--- config.mk ---
export PLATFORM = sky130hd
export DESIGN_NAME = fpga2hps_fifo
export DESIGN_NICKNAME = d
export VERILOG_FILES = /design/src/rtl/fpga2hps_pkg.sv /design/src/rtl/fpga2hps_fifo_sync_fifo.sv /design/src/rtl/fpga2hps_fifo.sv
export SDC_FILE = /design/constraint.sdc
export NUM_CORES = 1
export LEC_CHECK = 0
export ABC_AREA = 1
export BUFFER_PORTS_ARGS = -buffer_cell sky130_fd_sc_hd__buf_2
export CORE_MARGIN = 2
export CORE_UTILIZATION = 40
export DETAILED_ROUTE_END_ITERATION = 10
export SLEW_MARGIN = 0
export SYNTH_ARGS = -nofsm -noshare
export SYNTH_HDL_FRONTEND = slang
export SYNTH_SLANG_ARGS = --single-unit
--- constraint.sdc ---
create_clock -name clock -period 3.75 [get_ports clock]
set_input_delay 0.375 -clock clock [delete_from_list [all_inputs] [get_ports clock]]
set_output_delay 0.375 -clock clock [all_outputs]
set_load 0.01 [all_outputs]
--- src/rtl/fpga2hps_pkg.sv ---
// Shared register map for the FPGA-to-HPS return FIFO: word addresses and
// bit positions inside the STATUS and CONTROL registers.
package fpga2hps_pkg;

  // Avalon word addresses
  localparam logic [1:0] ADDR_DATA    = 2'd0;
  localparam logic [1:0] ADDR_STATUS  = 2'd1;
  localparam logic [1:0] ADDR_CONTROL = 2'd2;

  // STATUS layout: occupancy in [7:0], then flags
  localparam int STAT_CNT_LSB = 0;
  localparam int STAT_EMPTY   = 8;
  localparam int STAT_FULL    = 9;
  localparam int STAT_OVF     = 10;
  localparam int STAT_UNF     = 11;

  // CONTROL layout: write-one actions
  localparam int CTRL_FLUSH   = 0;
  localparam int CTRL_CLR_OVF = 1;
  localparam int CTRL_CLR_UNF = 2;

endpackage

--- src/rtl/fpga2hps_fifo_sync_fifo.sv ---
// Small synchronous FIFO: storage array, wrap-around pointers and an
// occupancy counter. Push and pop arrive already qualified by the caller;
// flush overrides both and returns the FIFO to empty.
module sync_fifo #(
  parameter int DATA_W = 32,
  parameter int DEPTH  = 16,
  parameter int CNT_W  = $clog2(DEPTH + 1)
) (
  input  logic              clock,
  input  logic              reset,
  input  logic              push,
  input  logic [DATA_W-1:0] push_data,
  input  logic              pop,
  input  logic              flush,
  output logic [DATA_W-1:0] rd_data,
  output logic [CNT_W-1:0]  count,
  output logic              full,
  output logic              empty
);

  localparam int PTR_W = $clog2(DEPTH);

  logic [DATA_W-1:0] mem [DEPTH];
  logic [PTR_W-1:0]  wr_ptr_q, wr_ptr_d;
  logic [PTR_W-1:0]  rd_ptr_q, rd_ptr_d;
  logic [CNT_W-1:0]  count_q, count_d;

  // Storage is never cleared; stale contents are unreachable once pointers reset.
  always_ff @(posedge clock) begin
    if (push) begin
      mem[wr_ptr_q] <= push_data;
    end
  end

  // Next pointer/count: flush beats everything, otherwise push and pop add up.
  always_comb begin
    wr_ptr_d = wr_ptr_q;
    rd_ptr_d = rd_ptr_q;
    count_d  = count_q;
    if (flush) begin
      wr_ptr_d = '0;
      rd_ptr_d = '0;
      count_d  = '0;
    end else begin
      if (push) begin
        wr_ptr_d = wr_ptr_q + PTR_W'(1);
      end
      if (pop) begin
        rd_ptr_d = rd_ptr_q + PTR_W'(1);
      end
      if (push && !pop) begin
        count_d = count_q + CNT_W'(1);
      end else if (pop && !push) begin
        count_d = count_q - CNT_W'(1);
      end
    end
  end

  // Pointer and count registers.
  always_ff @(posedge clock) begin
    if (reset) begin
      wr_ptr_q <= '0;
      rd_ptr_q <= '0;
      count_q  <= '0;
    end else begin
      wr_ptr_q <= wr_ptr_d;
      rd_ptr_q <= rd_ptr_d;
      count_q  <= count_d;
    end
  end

  assign rd_data = mem[rd_ptr_q];
  assign count   = count_q;
  assign full    = (count_q == CNT_W'(DEPTH));
  assign empty   = (count_q == '0);

endmodule

--- src/rtl/fpga2hps_fifo.sv ---
// Avalon-MM slave returning FPGA-side results to the HPS. FPGA logic pushes
// words with valid/ready; the HPS pops via DATA, polls STATUS and manages
// the FIFO and sticky error flags via CONTROL.
module fpga2hps_fifo
  import fpga2hps_pkg::*;
#(
  parameter int DATA_W = 32,
  parameter int DEPTH  = 16,
  parameter int CNT_W  = $clog2(DEPTH + 1)
) (
  input  logic              clock,
  input  logic              reset,
  input  logic [1:0]        address,
  input  logic              read,
  output logic [DATA_W-1:0] readdata,
  input  logic              write,
  input  logic [DATA_W-1:0] writedata,
  input  logic [DATA_W-1:0] D_import,
  input  logic              D_valid,
  output logic              D_ready
);

  logic [DATA_W-1:0] readdata_q, readdata_d;
  logic              ovf_q, ovf_d;
  logic              unf_q, unf_d;

  logic              data_rd, ctrl_wr, flush, push, pop, ovf_set, unf_set;
  logic [DATA_W-1:0] fifo_rd_data;
  logic [CNT_W-1:0]  fifo_count;
  logic              fifo_full, fifo_empty;
  logic [DATA_W-1:0] status_word;

  // Only the three action bits of CONTROL carry meaning.
  logic unused_wdata;
  assign unused_wdata = ^writedata[DATA_W-1:3];

  sync_fifo #(
    .DATA_W (DATA_W),
    .DEPTH  (DEPTH),
    .CNT_W  (CNT_W)
  ) u_fifo (
    .clock     (clock),
    .reset     (reset),
    .push      (push),
    .push_data (D_import),
    .pop       (pop),
    .flush     (flush),
    .rd_data   (fifo_rd_data),
    .count     (fifo_count),
    .full      (fifo_full),
    .empty     (fifo_empty)
  );

  // Decode bus strobes into FIFO actions and flag events; flush suppresses both.
  always_comb begin
    data_rd = read && (address == ADDR_DATA);
    ctrl_wr = write && (address == ADDR_CONTROL);
    flush   = ctrl_wr && writedata[CTRL_FLUSH];
    push    = D_valid && !fifo_full && !flush;
    pop     = data_rd && !fifo_empty && !flush;
    ovf_set = D_valid && fifo_full && !flush;
    unf_set = data_rd && fifo_empty && !flush;
  end

  // STATUS snapshot of the registered state.
  always_comb begin
    status_word = '0;
    status_word[STAT_CNT_LSB +: 8] = 8'(fifo_count);
    status_word[STAT_EMPTY]        = fifo_empty;
    status_word[STAT_FULL]         = fifo_full;
    status_word[STAT_OVF]          = ovf_q;
    status_word[STAT_UNF]          = unf_q;
  end

  // Sticky flags (a same-cycle set beats a clear) and read data selection.
  always_comb begin
    ovf_d = ovf_q;
    unf_d = unf_q;
    if (ctrl_wr && writedata[CTRL_CLR_OVF]) ovf_d = 1'b0;
    if (ctrl_wr && writedata[CTRL_CLR_UNF]) unf_d = 1'b0;
    if (ovf_set) ovf_d = 1'b1;
    if (unf_set) unf_d = 1'b1;

    readdata_d = readdata_q;
    if (read) begin
      case (address)
        ADDR_DATA:   readdata_d = pop ? fifo_rd_data : '0;
        ADDR_STATUS: readdata_d = status_word;
        default:     readdata_d = '0;
      endcase
    end
  end

  // Flag and read data registers.
  always_ff @(posedge clock) begin
    if (reset) begin
      readdata_q <= '0;
      ovf_q      <= 1'b0;
      unf_q      <= 1'b0;
    end else begin
      readdata_q <= readdata_d;
      ovf_q      <= ovf_d;
      unf_q      <= unf_d;
    end
  end

  assign readdata = readdata_q;
  assign D_ready  = !fifo_full;

endmodule
# After elaboration in Yosys (flattened, before gate mapping)
# Memory sizes are Yosys's and may differ from the RTL's. A register that Yosys moved wholly into a read port is not among the register bits.
# Cells that the tools add are included.
totals:
  in_bits: 71
  output_inout_bits: 33
  elab_cells: 52
  reg_bits: 47
  mem_bits_rw: 512
  n_memories: 1
classes:
  n_reduce_logical: 26
  n_addsub: 4
  mux: 12
  n_eq_ne: 3
memory_table:
  columns: ["name", "words", "width", "rd", "rd_ports_with_merged_regs", "wr", "line_no", "rtl"]
  rows:
  - ["u_fifo.mem", 16, 32, 1, 1, 1, "fpga2hps_fifo_sync_fifo.sv:23", "logic [DATA_W-1:0] mem [DEPTH];"]
op_table:
  columns: ["op", "n"]
  rows:
  - ["$pmux W32 S2", 1]
  - ["$mux W32", 1]
  - ["$logic_and A1 B1 Y1", 15]
  - ["$mux W5", 2]
  - ["$add A4 B1 Y4 const B", 2]
  - ["$mux W4", 2]
  - ["$mux W1", 6]
  - ["$reduce_bool A2 Y1", 3]
  - ["$add A5 B1 Y5 const B", 1]
  - ["$eq A5 B5 Y1 const B", 1]
  - ["$logic_not A1 Y1", 5]
  - ["$logic_not A5 Y1", 1]
  - ["$sub A5 B1 Y5 const B", 1]
  - ["$eq A2 B1 Y1 const B", 1]
  - ["$eq A2 B2 Y1 const B", 1]
  - ["$logic_not A2 Y1", 1]
  - ["$reduce_or A2 Y1", 1]

# Depth between registers and ports, before layout
# Gate-level depths: netlist of run 1.
logic_depth:
  depth_word: 9
  ltp_mapped: 17

# By module
# Synthesis of run 1 repeated with hierarchy kept, for this count alone.
unflattened:
  hier_cells: 2385
  area_unflattened_um2: 24478.5
by_module_without_submodules:
  columns: ["mod", "area_each_um2", "n_inst", "cells_each"]
  rows:
  - ["sync_fifo", 22875.7, 1, 2188]
  - ["fpga2hps_fifo", 1602.8, 1, 197]

# Least setup slack after synthesis of run 1
# OpenSTA, ideal clock, no wires.
synth_path:
  path_kind: "input to register"
  from: "input port write"
  to: "memory u_fifo.mem[11][0] (enable)"
  stages: 9
  path_buffers: 0
  path_slack_ns: 1.008
  t_arrival_ns: 2.321
  setup_time_ns: 0.421
  path_cell_list: "nand2_1 nor2_1 nand2_1 nand2_1 inv_1 nand2_2 inv_2 nand3_1 nor2_1"
synth_via:
  elab_chain_len: 6
synth_lines:
  columns: ["element", "line_no", "rtl"]
  rows:
  - ["start, declared", "fpga2hps_fifo.sv:16", "input logic write,"]
  - ["$logic_and A1 B1 Y1", "fpga2hps_fifo.sv:57", "ctrl_wr = write && (address == ADDR_CONTROL);"]
  - ["$logic_and A1 B1 Y1", "fpga2hps_fifo.sv:58", "flush = ctrl_wr && writedata[CTRL_FLUSH];"]
  - ["$logic_not A1 Y1", "fpga2hps_fifo.sv:59", "push = D_valid && !fifo_full && !flush;"]
  - ["$logic_and A1 B1 Y1", "fpga2hps_fifo.sv:59", null]
  - ["via push", "fpga2hps_fifo.sv:27", "logic data_rd, ctrl_wr, flush, push, pop, ovf_set, unf_set;"]
  - ["$mux W1", "fpga2hps_fifo_sync_fifo.sv:30", "if (push) begin"]
  - ["$mux W1 (implied by the code)", "fpga2hps_fifo_sync_fifo.sv:31", "mem[wr_ptr_q] <= push_data;"]
  - ["end, declared", "fpga2hps_fifo_sync_fifo.sv:23", null]
# The timed path passes the listed nets, and every way through them passes these cells.

==> results of run 1 <==
## cells in the mapped netlist
cell type                    n  area, um2
sky130_fd_sc_hd__or2_1       1       6.26
sky130_fd_sc_hd__nor3b_1     1       7.51
sky130_fd_sc_hd__edfxtp_1  512      15400
sky130_fd_sc_hd__inv_2       3       11.3
sky130_fd_sc_hd__buf_6      20        225
sky130_fd_sc_hd__inv_1      32        120
sky130_fd_sc_hd__nand2_4     1       11.3
sky130_fd_sc_hd__fa_1        1       20.0
sky130_fd_sc_hd__ha_1       10        125
sky130_fd_sc_hd__nor3_4      1       16.3
sky130_fd_sc_hd__a211oi_1    1       7.51
sky130_fd_sc_hd__clkbuf_1   24       90.1
sky130_fd_sc_hd__o21ai_0    20        100
sky130_fd_sc_hd__nor2_1     26       97.6
sky130_fd_sc_hd__nand2_1   571       2140
sky130_fd_sc_hd__clkinv_4    2       17.5
sky130_fd_sc_hd__a21o_1      1       7.51
sky130_fd_sc_hd__buf_4      11       82.6
sky130_fd_sc_hd__nand4_1     2       12.5
sky130_fd_sc_hd__dfxtp_1    51       1020
sky130_fd_sc_hd__buf_2      40        200
sky130_fd_sc_hd__nor3_1      1       5.00
sky130_fd_sc_hd__xnor2_1     2       17.5
sky130_fd_sc_hd__nand3_1   485       2430
sky130_fd_sc_hd__nand2_2     2       12.5
sky130_fd_sc_hd__buf_1      21       78.8
sky130_fd_sc_hd__a21oi_1    48        240
sky130_fd_sc_hd__xor2_1      1       8.76
## where the power goes
| group | internal (mW) | switching [mW] | leakage [nW] |
|---|---|---|---|
| Combinational | 0.281 | 0.668 | 3.00 |
| Clock | 3.64 | 2.41 | 0.972 |
| Sequential | 6.98 | 0.0604 | 5.04 |
| Total | 10.9 | 3.14 | 9.02 |
## layout by cell type (no fill, tap or decap), drive strengths merged
cell type and instances:
fa 1, diode 2, clkinvlp 6, a211oi 1, or2 1, dfxtp 51, nor3 2, nor2 26
xnor2 2, buf 107, nor3b 1, edfxtp 512, nand3 485, clkinv 26, bufinv 11, xor2 1
nand4 2, nand2 574, o21ai 20, a21o 1, ha 10, a21oi 48, clkbuf 65, inv 36
## through the flow
| stage | util [%] | total power, mW | instance area, um2 | std cells |
|---|---|---|---|---|
| floorplan | - | 7.81 | 22500 | 1891 |
| global placement | 42.8 | 8.11 | 23700 | 2630 |
| detailed placement | 42.8 | 8.13 | 23700 | 2630 |
| CTS | 46.4 | 14.1 | 25700 | 2737 |
| global route | 46.4 | 14.5 | 25700 | 2739 |
| finish | 46.4 | 14.0 | 25700 | 2739 |
## critical path: stages, from the launching register on
cell                       delay [ps]
sky130_fd_sc_hd__dfxtp_4          650
sky130_fd_sc_hd__clkinv_4         660
sky130_fd_sc_hd__buf_4            500
sky130_fd_sc_hd__nand2_1          110
sky130_fd_sc_hd__nand3_1           70
sky130_fd_sc_hd__nand3_1          110
sky130_fd_sc_hd__nand3_1           90
sky130_fd_sc_hd__nand3_1          200
sky130_fd_sc_hd__a21oi_1          100
## registers in the layout (all words and copies together), names as in the netlist, named ones only
register and cells:
u_fifo.mem 512, readdata 32, u_fifo.count 5, u_fifo.rd_ptr_q 4
u_fifo.wr_ptr_q 4, ovf_q 1, unf_q 1
## how the worst max path moves through the flow
stage,from,endpoint,slack (ps)
2_1_floorplan,write,u_fifo.mem[11][0]$_DFFE_PP_,1010
3_3_place_gp,flip-flop,readdata[12]$_SDFFE_PP0P_,1070
3_5_place_dp,flip-flop,readdata[12]$_SDFFE_PP0P_,1050
4_1_cts,flip-flop,readdata[12]$_SDFFE_PP0P_,1010
5_1_grt,flip-flop,readdata[0]$_SDFFE_PP0P_,850
6_report,flip-flop,readdata[12]$_SDFFE_PP0P_,1060
## logic make-up after synthesis
family / Yosys count
buf+inv: 153
compound gates: 70
flops: 563
simple gates: 1091
xor+xnor: 3
fa+ha+maj: 11
## final cells by class
class,instances,area share [%]
antenna,2,0.0195
timing repair buffer,107,2.99
inverter,37,0.600
clock inverter,42,1.95
multi-input combinational,1175,21.0
sequential,563,63.9
clock buffer,65,5.88
tap,748,3.65
## metal layers
layer	wire [um]	vias up	GRT usage [%]
met2	27600	426	33.2
met5	0	-	0
met3	3000	96	2.44
li1	-	6800	-
met1	24200	7209	26.1
met4	1530	0	6.86
==> load_flow_metrics.sql, run 1 <==
INSERT INTO impl_metrics (metric_group, metric, value, unit) VALUES
('sta', 'tightest_slew', '1240', 'ps'),
('place', 'preCtsSetupSlack', '1050', 'ps'),
('yosys', 'yosysWarnings', '0', ''),
('detailed_routing', 'routed_via_density', '5.31', ''),
('sta', 'finalSetupTns', '0', 'ps'),
('floorplan', 'initial_utilization', '40.7', '%'),
('sta', 'min_period_over_period', '71.8', '%'),
('sta', 'skew', '9.76', 'ps'),
('run_status', 'outcome', 'finished, final reports clean', ''),
('worst_setup_path', 'r2r-end', 'readdata[12]$_SDFFE_PP0P_', ''),
('sta', 'fin_hold_ws', '40.3', 'ps'),
('global_route', 'grt_max_degree', '221', ''),
('cells_and_area', 'area_used_by_sequential_logic_in_the_layout', '16400', 'um2'),
('detailed_routing', 'drt_iter0_markers', '1407', ''),
('yosys', 'syn_inst', '1891', ''),
('hold_path', 'min-delay-path-class', 'input port to flip-flop', ''),
('place', 'hpwlAfterDp', '27600', 'um'),
('yosys', 'synth_seq_cells', '563', ''),
('detailed_routing', 'post_detailed_routing_wire_length', '56300', 'um'),
('worst_setup_path', 'worstSetupPathType', 'flip-flop to flip-flop', ''),
('clocking', 'cts_repair_resize_count', '0', ''),
('clocking', 'cts.sink_count', '563', ''),
('detailed_routing', 'remaining_drc_errors', '0', ''),
('worst_setup_path', 'path_max_fanout', '87', ''),
('clocking', 'cts.reportedPaths.clkPinSlew', '60', 'ps'),
('cells_and_area', 'multi_input_comb_area', '5390', 'um2'),
('sta', 'final_report_hold_violation_count', '0', ''),
('clocking', 'postCtsSetupBuffers', '0', ''),
('global_route', 'antenna_found_initial', '4', ''),
('place', 'io_buffer_count', '74', ''),
('power', 'p_per_area', '547', 'nW/um2'),
('sta', 'fin_worst_setup_slack', '1060', 'ps'),
('sta', 'setup_violations', '0', ''),
('yosys', 'post_synth_and_or_nand_nor_area_fraction', '21.1', '%'),
('hold_path', 'timing.hold.worst_endpoint', 'ovf_q$_SDFFE_PP0P_', ''),
('worst_setup_path', 'arrival', '3160', 'ps'),
('clocking', 'cts_tree', 'built', ''),
('cells_and_area', 'area.growth.synth_to_final', '14.1', '%'),
('detailed_routing', 'detail_route.first_pass.iterations', '6', ''),
('hold_path', 'min-delay-start', 'writedata[1]', ''),
('clocking', 'clock_latency', '600', 'ps'),
('detailed_routing', 'route.detailed.wl_per_inst', '20.6', 'um'),
('sta', 'fmax', '0.372', 'GHz'),
('cells_and_area', 'post_route_cells_drive_above_1_share', '11.5', '%'),
('yosys', 'synth_nets', '1973', ''),
('sta', 'final.min_clock_period', '2690', 'ps'),
('global_route', 'overflow_left_after_global_routing', '0', ''),
('global_route', 'grt.total_usage', '19.6', '%'),
('clocking', 'cts_max_level', '2', ''),
('yosys', 'synthXorXnorAreaFrac', '0.117', '%'),
('worst_setup_path', 'critPathLaunchType', 'flip-flop', ''),
('detailed_routing', 'vias', '14500', ''),
('yosys', 'synthDistinctLibCells', '28', ''),
('floorplan', 'die-area', '58100', 'um2'),
('yosys', 'dominant_combinational_cell_family_by_area_after_synthesis', 'simple AND/OR/NAND/NOR gates', ''),
('yosys', 'synth-compound-area-share', '1.58', '%'),
('cells_and_area', 'finish.net_count', '2024', ''),
('worst_setup_path', 'worstPathRequired', '4220', 'ps'),
('cells_and_area', 'num-fill-cells', '4965', ''),
('detailed_routing', 'antenna_left', '0', ''),
('place', 'gpl.final_weighted_congestion', '0.759', ''),
('yosys', 'proportion_of_synthesized_chip_area_in_sequential_cells', '72.9', '%'),
('global_route', 'grt_first_pass_wirelength', '85200', 'um'),
('power', 'irDropWorstVdd', '437', 'uV'),
('floorplan', 'design.portCount', '104', ''),
('clocking', 'cts-buffers-inserted', '58', ''),
('yosys', 'avgSynthCellArea', '11.9', 'um2'),
('clocking', 'hold_buf_cts', '0', ''),
('worst_setup_path', 'worstRegToRegCells', '8', ''),
('hold_path', 'hold_path_depth', '4', ''),
('job', 'cap_viol_max_count', '0', '');
No activity file was read; power rests on OpenSTA's default activity.
==> inputs of run 2 (changes only) <==
- clock period: 3.75 -> 2.6 ns (I/O delays scaled with it)
==> run 2 against run 1 <==
Net effect:
- sequential power up 43%
- first-iteration DRC count rose by 5.0%
- cell count rose by 1.7%
- utilization is 0.93 points higher
- combinational power is 52% higher
- largest power group unchanged
- via count rose by 0.67%
==> load_flow_metrics.sql, run 2 (synthesis results as in run 1) <==
INSERT INTO impl_metrics (metric_group, metric, value, unit) VALUES
('floorplan', 'fp.coreArea', '55300', 'um2'),
('power', 'irDropWorstVdd', '568', 'uV'),
('sta', 'slew_viol_final', '0', ''),
('global_route', 'overflow_left_after_global_routing', '0', ''),
('clocking', 'clock_latency', '640', 'ps'),
('clocking', 'cts-buffers-inserted', '58', ''),
('worst_setup_path', 'slowest_delay', '440', 'ps'),
('floorplan', 'die_span_in_y', '241', 'um'),
('worst_setup_path', 'crit_path_end_kind', 'flip-flop', ''),
('clocking', 'cts_max_level', '2', ''),
('cells_and_area', 'post_route_cells_drive_above_1_share', '12.3', '%'),
('sta', 'min_period_over_period', '91.2', '%'),
('global_route', 'grt_first_pass_wirelength', '87000', 'um'),
('detailed_routing', 'remaining_drc_errors', '0', ''),
('job', 'cap_viol_max_count', '0', ''),
('clocking', 'cts.reportedPaths.clkPinSlew', '60', 'ps'),
('detailed_routing', 'route.detailed.wl_per_inst', '20.6', 'um'),
('sta', 'final.min_clock_period', '2370', 'ps'),
('cells_and_area', 'layout.cells.most_common', 'sky130_fd_sc_hd__nand2_1', ''),
('sta', 'timing.slew.headroom', '41.1', '%'),
('floorplan', 'die-area', '58100', 'um2'),
('worst_setup_path', 'critPathLaunchType', 'flip-flop', ''),
('sta', 'tightest_slew', '883', 'ps'),
('place', 'preCtsSetupSlack', '138', 'ps'),
('worst_setup_path', 'cp_common_cell', 'sky130_fd_sc_hd__nand2_1', ''),
('clocking', 'cts.sink_count', '563', ''),
('worst_setup_path', 'r2r-end', 'u_fifo.count[4]$_SDFFE_PP0P_', ''),
('detailed_routing', 'vias', '14600', ''),
('clocking', 'cts.path.max_buffers', '3', ''),
('cells_and_area', 'area.growth.synth_to_final', '16.4', '%'),
('worst_setup_path', 'worstSetupPathType', 'flip-flop to flip-flop', ''),
('floorplan', 'floorplan.rows', '86', ''),
('sta', 'fin_worst_setup_slack', '228', 'ps'),
('place', 'hpwlAfterDp', '30100', 'um'),
('global_route', 'grt.total_usage', '20.0', '%'),
('floorplan', 'initial_utilization', '40.7', '%'),
('floorplan', 'floorplan.die.width', '241', 'um'),
('sta', 'setup_violations', '0', ''),
('cells_and_area', 'layout.cells.most_common_list', '571 x sky130_fd_sc_hd__nand2_1, 512 x sky130_fd_sc_hd__edfxtp_1, 485 x sky130_fd_sc_hd__nand3_1, 74 x sky130_fd_sc_hd__buf_2, 58 x sky130_fd_sc_hd__clkbuf_16', ''),
('worst_setup_path', 'worstRegToRegCells', '12', ''),
('detailed_routing', 'post_detailed_routing_wire_length', '57400', 'um'),
('sta', 'final_report_hold_violation_count', '0', ''),
('sta', 'skew', '40.3', 'ps'),
('hold_path', 'min-delay-start', 'D_import[31]', ''),
('worst_setup_path', 'arrival', '2920', 'ps'),
('cells_and_area', 'largest_register', 'u_fifo.mem', ''),
('global_route', 'vias_in_the_first_global_route', '14400', ''),
('hold_path', 'timing.hold.worst_endpoint', 'u_fifo.mem[0][31]$_DFFE_PP_', ''),
('power', 'power_leakage', '9.28', 'nW'),
('run_status', 'outcome', 'finished, final reports clean', ''),
('global_route', 'antenna_found_initial', '1', ''),
('cells_and_area', 'num-fill-cells', '4947', ''),
('worst_setup_path', 'reg2reg_from', 'u_fifo.count[0]$_SDFFE_PP0P_', ''),
('clocking', 'clock_root_cell', 'sky130_fd_sc_hd__clkbuf_16', ''),
('power', 'p_per_area', '776', 'nW/um2'),
('floorplan', 'design.portCount', '104', ''),
('worst_setup_path', 'cp_cell_sequence', 'nor2_1 > nand4_1 > nand2_2 > inv_2 > ha_1 > fa_1 > o21ai_1 > a21o_1 > nand2_1 > nand2_1 > nand2_1 > a21oi_1', ''),
('power', 'power.total', '20.3', 'mW'),
('hold_path', 'hold_path_depth', '1', ''),
('worst_setup_path', 'register_to_register_setup_slack', '230', 'ps'),
('cells_and_area', 'largest_register_ffs', '512', ''),
('place', 'io_buffer_count', '74', ''),
('clocking', 'postCtsSetupBuffers', '0', ''),
('sta', 'fin_hold_ws', '26.3', 'ps'),
('sta', 'fmax', '0.422', 'GHz'),
('worst_setup_path', 'worst_path_max_delay_cell', 'sky130_fd_sc_hd__fa_1', ''),
('global_route', 'grt_max_degree', '185', ''),
('clocking', 'cts_tree', 'built', ''),
('detailed_routing', 'routed_via_density', '5.25', ''),
('cells_and_area', 'finish.net_count', '2069', ''),
('hold_path', 'min-delay-path-class', 'input port to flip-flop', ''),
('worst_setup_path', 'path_max_fanout', '7', ''),
('detailed_routing', 'detail_route.first_pass.iterations', '5', ''),
('place', 'gpl.final_weighted_congestion', '0.790', ''),
('worst_setup_path', 'crit_path_start', 'u_fifo.count[0]$_SDFFE_PP0P_', ''),
('sta', 'grt_setup_unrepaired', 'no', ''),
('worst_setup_path', 'worstPathRequired', '3150', 'ps'),
('detailed_routing', 'drt_iter0_markers', '1478', ''),
('detailed_routing', 'antenna_left', '0', '');
run 2: cell count changes in the layout (fill, tap and decap cells not counted), moves of 2 or more:
cell,change
sky130_fd_sc_hd__dlygate4sd3_1,+21
sky130_fd_sc_hd__buf_4,+16
sky130_fd_sc_hd__buf_12,+8
sky130_fd_sc_hd__clkbuf_1,+7
sky130_fd_sc_hd__clkinvlp_4,-5
sky130_fd_sc_hd__clkbuf_8,+3
sky130_fd_sc_hd__clkinv_1,-2
sky130_fd_sc_hd__clkinv_16,+2
sky130_fd_sc_hd__clkinvlp_2,+2
sky130_fd_sc_hd__inv_6,-2
run 2: power breakdown:
part | total, mW | leakage, nW | internal [mW] | switching [mW]
clock | 8.72 | 0.989 | 5.23 | 3.49
combinational | 1.44 | 3.25 | 0.437 | 1.00
sequential | 10.1 | 5.04 | 10.1 | 0.0726
run 2: through the flow:
| step | utilization (%) | cell area (um2) | TNS, ps | cells |
|---|---|---|---|---|
| finish | 47.3 | 26200 | 0 | 2786 |
| detailed placement | 43.3 | 23900 | 0 | 2654 |
| floorplan | - | 22500 | -55360 | 1891 |
| global route | 47.3 | 26200 | 0 | 2785 |
| CTS | 47.3 | 26200 | 0 | 2785 |
| global placement | 43.3 | 23900 | 0 | 2654 |
run 2: area by class of cell:
cell class / count / area (um2) / share of cell area (%)
sequential: 563 / 16400 / 62.7
multi-input combinational: 1175 / 5390 / 20.6
clock buffer: 74 / 1550 / 5.93
timing repair buffer: 152 / 1260 / 4.81
tap: 748 / 936 / 3.57
clock inverter: 36 / 488 / 1.86
inverter: 37 / 151 / 0.578
antenna: 1 / 2.50 / 0.00956
run 2: worst max-delay path: cells and delay by family, from the launching register on:
family | cells | cell delay [ps]
and+or+nand+nor | 6 | 700
DFF | 1 | 330
adders and majority gates | 2 | 700
AOI/OAI and AO/OA | 3 | 460
buffers and inverters | 1 | 100
run 2: timing repair:
item	4_1_cts	5_1_grt
hold buffers	21	0
endpoints found under the setup margin	0	1
hold endpoints to repair	234	0
resized for setup	0	1
run 2: worst max-delay path by stage:
stage,endpoint,slack (ps),depth (start not counted)
6_report,u_fifo.count[4]$_SDFFE_PP0P_,230,12
5_1_grt,u_fifo.count[4]$_SDFFE_PP0P_,40,12
4_1_cts,u_fifo.count[4]$_SDFFE_PP0P_,220,12
3_5_place_dp,u_fifo.count[4]$_SDFFE_PP0P_,140,16
3_3_place_gp,u_fifo.count[4]$_SDFFE_PP0P_,180,16
2_1_floorplan,u_fifo.mem[11][0]$_DFFE_PP_,-140,6
run 2: layer usage:
| metal | vias to the layer above | global-route usage, % | wire, um |
|---|---|---|---|
| met5 | - | 0 | 16 |
| met4 | 2 | 6.23 | 1550 |
| met3 | 97 | 2.66 | 2890 |
| met2 | 429 | 34.4 | 28300 |
| met1 | 7204 | 26.4 | 24600 |
| li1 | 6897 | - | - |
